### src/rtl/fetch_stage_pkg.sv
// Shared pipeline definitions: fetch FSM encoding, bubble encoding and PC helpers.
package fetch_stage_pkg;

    typedef enum logic [1:0] {
        ST_FETCH = 2'd0,
        ST_HOLD  = 2'd1,
        ST_DRAIN = 2'd2
    } fetch_state_t;

    localparam logic [31:0] NOP_INSTR        = 32'h0000_0000;
    localparam logic [31:0] DEFAULT_RESET_PC = 32'h0000_0000;

    // Sequential PC; 32-bit modulo so 32'hFFFF_FFFC wraps to 0.
    function automatic logic [31:0] pc_next(input logic [31:0] pc);
        return pc + 32'd4;
    endfunction

endpackage

### src/rtl/fetch_stage_ifid_reg.sv
// IF/ID pipeline register with write enable, flush and bubble insert.
// Flush wins over everything (including a deasserted write enable); bubble applies only on write.
module ifid_reg
    import fetch_stage_pkg::*;
#(
    parameter int DW = 32
) (
    input  logic          clk,
    input  logic          rst,
    input  logic          write_en,
    input  logic          flush,
    input  logic          bubble,
    input  logic [DW-1:0] instr_in,
    input  logic [DW-1:0] pc4_in,
    output logic [DW-1:0] instr,
    output logic [DW-1:0] pc4,
    output logic          valid
);

    always_ff @(posedge clk) begin
        if (rst || flush) begin
            instr <= DW'(NOP_INSTR);
            pc4   <= '0;
            valid <= 1'b0;
        end else if (write_en) begin
            if (bubble) begin
                instr <= DW'(NOP_INSTR);
                pc4   <= '0;
                valid <= 1'b0;
            end else begin
                instr <= instr_in;
                pc4   <= pc4_in;
                valid <= 1'b1;
            end
        end
    end

endmodule

### src/rtl/fetch_stage.sv
// MIPS instruction-fetch stage: PC, imem request FSM (FETCH/HOLD/DRAIN) and IF/ID register.
// Accepts 1 instr/cycle on zero-wait memory; hazard holds park a returned word in a buffer.
module fetch_stage
    import fetch_stage_pkg::*;
#(
    parameter logic [31:0] RESET_PC = DEFAULT_RESET_PC,
    parameter int          CNT_W    = 16
) (
    input  logic             clk,
    input  logic             rst,
    input  logic             pc_write,
    input  logic             ifid_write,
    input  logic             branch_taken,
    input  logic [31:0]      branch_target,
    input  logic             jump,
    input  logic [31:0]      jump_target,
    output logic             imem_req,
    output logic [31:0]      imem_addr,
    input  logic [31:0]      imem_rdata,
    input  logic             imem_ready,
    output logic [31:0]      ifid_instr,
    output logic [31:0]      ifid_pc4,
    output logic             ifid_valid,
    output logic             fetch_stall,
    output logic [CNT_W-1:0] stall_count
);

    fetch_state_t state, state_nxt;

    logic [31:0]      pc_q;
    logic [31:0]      hold_buf;
    logic [31:0]      drain_tgt;
    logic [CNT_W-1:0] stall_q;

    logic        redirect;
    logic [31:0] redirect_pc;
    logic        hold;

    logic        pc_ld;
    logic [31:0] pc_d;
    logic        buf_ld;
    logic        tgt_ld;
    logic        ifid_we;
    logic        ifid_flush;
    logic        ifid_bubble;
    logic [31:0] ifid_src;

    // Branch is the older instruction, so it beats a simultaneous jump.
    assign redirect    = branch_taken | jump;
    assign redirect_pc = branch_taken ? branch_target : jump_target;
    assign hold        = !(pc_write && ifid_write);

    always_ff @(posedge clk) begin
        if (rst) begin
            state <= ST_FETCH;
        end else begin
            state <= state_nxt;
        end
    end

    always_comb begin
        state_nxt   = state;
        pc_ld       = 1'b0;
        pc_d        = pc_q;
        buf_ld      = 1'b0;
        tgt_ld      = 1'b0;
        ifid_we     = 1'b0;
        ifid_flush  = 1'b0;
        ifid_bubble = 1'b0;
        ifid_src    = imem_rdata;
        case (state)
            ST_FETCH: begin
                if (imem_ready) begin
                    if (redirect) begin
                        pc_ld      = 1'b1;
                        pc_d       = redirect_pc;
                        ifid_flush = 1'b1;
                    end else if (!hold) begin
                        pc_ld   = 1'b1;
                        pc_d    = pc_next(pc_q);
                        ifid_we = 1'b1;
                    end else begin
                        buf_ld    = 1'b1;
                        state_nxt = ST_HOLD;
                    end
                end else if (redirect) begin
                    // Request already on the bus must complete before the target is fetched.
                    tgt_ld     = 1'b1;
                    ifid_flush = 1'b1;
                    state_nxt  = ST_DRAIN;
                end else if (ifid_write) begin
                    ifid_we     = 1'b1;
                    ifid_bubble = 1'b1;
                end
            end
            ST_HOLD: begin
                if (redirect) begin
                    pc_ld      = 1'b1;
                    pc_d       = redirect_pc;
                    ifid_flush = 1'b1;
                    state_nxt  = ST_FETCH;
                end else if (!hold) begin
                    pc_ld     = 1'b1;
                    pc_d      = pc_next(pc_q);
                    ifid_we   = 1'b1;
                    ifid_src  = hold_buf;
                    state_nxt = ST_FETCH;
                end
            end
            ST_DRAIN: begin
                if (imem_ready) begin
                    pc_ld      = 1'b1;
                    pc_d       = redirect ? redirect_pc : drain_tgt;
                    ifid_flush = 1'b1;
                    state_nxt  = ST_FETCH;
                end else if (redirect) begin
                    tgt_ld = 1'b1;
                end
            end
            default: begin
                state_nxt = ST_FETCH;
            end
        endcase
    end

    always_comb begin
        imem_addr   = pc_q;
        imem_req    = !rst && (state != ST_HOLD);
        fetch_stall = !rst && (((state == ST_FETCH) && !imem_ready) || (state == ST_DRAIN));
    end

    always_ff @(posedge clk) begin
        if (rst) begin
            pc_q      <= RESET_PC;
            hold_buf  <= '0;
            drain_tgt <= '0;
            stall_q   <= '0;
        end else begin
            if (pc_ld) begin
                pc_q <= pc_d;
            end
            if (buf_ld) begin
                hold_buf <= imem_rdata;
            end
            if (tgt_ld) begin
                drain_tgt <= redirect_pc;
            end
            if (!pc_write && (stall_q != '1)) begin
                stall_q <= stall_q + CNT_W'(1);
            end
        end
    end

    assign stall_count = stall_q;

    ifid_reg #(
        .DW (32)
    ) u_ifid_reg (
        .clk      (clk),
        .rst      (rst),
        .write_en (ifid_we),
        .flush    (ifid_flush),
        .bubble   (ifid_bubble),
        .instr_in (ifid_src),
        .pc4_in   (pc_next(pc_q)),
        .instr    (ifid_instr),
        .pc4      (ifid_pc4),
        .valid    (ifid_valid)
    );

endmodule
### config.mk
export PLATFORM = sky130hd
export DESIGN_NAME = fetch_stage
export DESIGN_NICKNAME = d
export VERILOG_FILES = /design/src/rtl/fetch_stage_pkg.sv /design/src/rtl/fetch_stage_ifid_reg.sv /design/src/rtl/fetch_stage.sv
export SDC_FILE = /design/constraint.sdc
export NUM_CORES = 1
export LEC_CHECK = 0
export BUFFER_PORTS_ARGS = -buffer_cell sky130_fd_sc_hd__buf_2
export CAP_MARGIN = 20
export CORE_AREA = 2 2 135 268
export CTS_CLUSTER_DIAMETER = 40
export DETAILED_ROUTE_END_ITERATION = 12
export DIE_AREA = 0 0 137 270
export GPL_TIMING_DRIVEN = 0
export PLACE_DENSITY_LB_ADDON = 0.3
export SLEW_MARGIN = 40
export SYNTH_ARGS = -nofsm -noshare
export SYNTH_HDL_FRONTEND = slang
export SYNTH_SLANG_ARGS = --single-unit
### constraint.sdc
create_clock -name clk -period 5.74 [get_ports clk]
set_input_delay 0.287 -clock clk [delete_from_list [all_inputs] [get_ports clk]]
set_output_delay 0.287 -clock clk [all_outputs]
set_load 0.005 [all_outputs]
==> reports/qor.txt <==
Die H = 270 um
Post-synth top flop = dfxtp_1
Syn Area/Cell = 8.31 um^2
#FFs+latches synth = 179
endpoint class of the critical path = flop
unrepaired setup endpoints after global routing = false
Worst-path clk slew = 0.07 ns
final hold violation count = 0
Worst EP arrival = 3.37 ns
Pwr per Cell Area = 273 nW/um^2
Post-synth EDFFs = 0
DIE AREA = 37000 um^2
crit path kind = flop to flop
Die X = 137 um
synthesized instance count = 1037
Gate power share = 12.7%
maximum vdd drop = 0.208 mV
fmax = 325 MHz
largest cells by area after synthesis = dfxtp_1 42%, nand2_1 6.8%, nor2_1 5.4%
Layout Skew = 0.0108 ns
Final setup viols = 0
post-synth top area share = 41.6%
clk sinks = 179
post-synthesis cell type count = 65
final hold slack = 0.0759 ns
Max Slew Vio Count = 0
vias in the first global route = 8891
num rows = 97
Final WS setup = 2.66 ns
Util after Layout = 31.2%
CP max stage cell = dfxtp_1
outcome = complete, no violations
clock latency on the worst-skew pair = 0.45 ns
final WL = 36300 um
Synth Warn # = 0
fill count = 3821
Max-Cap Viols = 0
sequential share of the synthesized area = 41.6%
Post-CTS Resized = 0
Synth top cells by count = 179 x dfxtp_1, 157 x nand2_1, 124 x nor2_1, 83 x clkbuf_1, 58 x a21oi_1
hold path depth = 2
Pleak = 4.15 nW
DR DRC count = 0
share of cells above drive strength 1 = 24.5%
Tcrit/Tclk final = 53.6%
Mapped Area = 8620 um^2
Final nets = 1379
WL per Instance = 20.9 um
CP Max Fanout = 9
slowest cell delay on critical path = 0.58 ns
via count = 8904
buffers added on ports = 217
switching share of power = 29.4%
Fin Setup TNS = 0 ns
Setup Buffers After CTS = 0
Place WS = 2.81 ns
drt first pass iters = 5
Clock H-tree levels = 4
clk buf depth = 2
post-route ant nets = 0
GRT Resource Usage Total = 19.4%
most area-hungry cell type in the Yosys netlist = dfxtp_1
Int Power = 0.00210 W
cell chain of the critical path = ha_1 > and2_0 > clkbuf_1 > nand3_1 > or3_1 > o31ai_1 > a221oi_1
Required @ worst endpoint = 6.03 ns
NetSw = 0.000875 W
CTS buffer count = 17
count leader, synth = dfxtp_1
first-pass GRT wire length = 53300 um
drt initial violations = 538
Synth-to-Final Area Change = 26.4%
sequential power share = 45.3%
Starting Density = 24.7%
Clock power frac = 42.0%
Clk Tree Root Cell = clkbuf_16
Post-synth ARST share = 0%
io pins = 218
Slew @ Worst Pin = 0.863 ns
initial antenna violation count = 13
R2R depth = 7
Tmin final = 3.08 ns
vias per cell = 5.13
CTS tree = yes
Final HPWL DP = 28300 um
Routability Congestion = 0.938
min-delay worst type = input pin to flop
core area = 35000 um^2
largest net degree at the start of global routing = 18
syn nets = 1142
cts hold-fix bufs = 0
Startpoint Class = flop
Worst slew margin = 42.5%
total gr overflow = 0
area by class of cell:
class	count	area (um^2)	area share (%)
Antenna cell	4	10.0	0.0919
Buffer	88	350	3.22
Clock buffer	18	439	4.03
Clock inverter	14	161	1.48
Inverter	16	60.1	0.551
Multi-Input combinational cell	754	4640	42.6
Sequential cell	179	3580	32.9
Tap cell	445	557	5.11
Timing Repair Buffer	218	1090	10.0
through the flow:
stage                     instance area (um^2)  total power [W]  std cells
after floorplan                           8620          0.00156       1037
after global placement                   10300          0.00175       1699
after detailed placement                 10300          0.00175       1700
after CTS                                10900          0.00300       1732
after global routing                     10900          0.00309       1735
final                                    10900          0.00297       1736
worst paths after layout:
| path | from | end | slack [ns] |
|---|---|---|---|
| worst min-delay path | imem_ready | state[1] | 0.08 |
| worst max register to register | imem_addr[2] | imem_addr[20] | 2.66 |
| worst min register to register | hold_buf[11] | hold_buf[11] | 0.45 |
| worst max-delay path | imem_addr[2] | imem_addr[20] | 2.66 |
power by group through the flow:
stage	logic (W)	registers (W)	clock network [W]
after detailed placement	0.000376	0.00137	0
after CTS	0.000378	0.00134	0.00128
after floorplan	0.000207	0.00136	0
after global placement	0.000373	0.00137	0
final	0.000378	0.00135	0.00125
after global routing	0.000411	0.00135	0.00133
layer usage:
layer  GRT usage [%]  up-vias  wire length (um)
li1                -     4234                 -
met1            18.9     4212             12600
met2            35.7      337             19400
met3            5.31      103              2270
met4            10.9       18              1910
met5               0        -               115
cells by family (layout without fill, tap and decap cells):
family | after synthesis | after routing | synth area share (%)
simple gates | 398 | 398 | 21.9
compound gates | 273 | 273 | 22.2
fa+ha+maj | 2 | 2 | 0.290
xor+xnor | 37 | 37 | 3.76
mux | 44 | 44 | 5.59
buf+inv | 104 | 354 | 4.73
flops | 179 | 179 | 41.6
other cells | 0 | 4 | 0
critical path: cells and delay by family (launching register included):
kind	cells	cell delay (ns)
simple gates	3	1.13
flops	1	0.58
compound gates	2	0.49
buf+inv	1	0.43
fa+ha+maj	1	0.29
registers in the layout, indices dropped and copies added, names as in the netlist:
name	flops
u_ifid_reg.instr	32
imem_addr	32
drain_tgt	32
u_ifid_reg.valid	1
state	2
u_ifid_reg.pc4	32
hold_buf	32
stall_count	16
cells in the final DEF (no fill, tap or decap), types with 11 or more instances in the layout:
cell and n:
a211oi_1 21, a21oi_1 58, a22oi_1 46, a311oi_1 29, buf_2 219, clkbuf_1 81, clkbuf_16 17, dfxtp_1 179
inv_1 16, mux2_2 33, mux2i_1 11, nand2_1 157, nand3_1 19, nand4_1 16, nor2_1 124, nor3_1 24
o21ai_0 43, o221ai_1 15, o2bb2ai_1 18, xnor2_1 35
(Power assumes the default switching activity.)
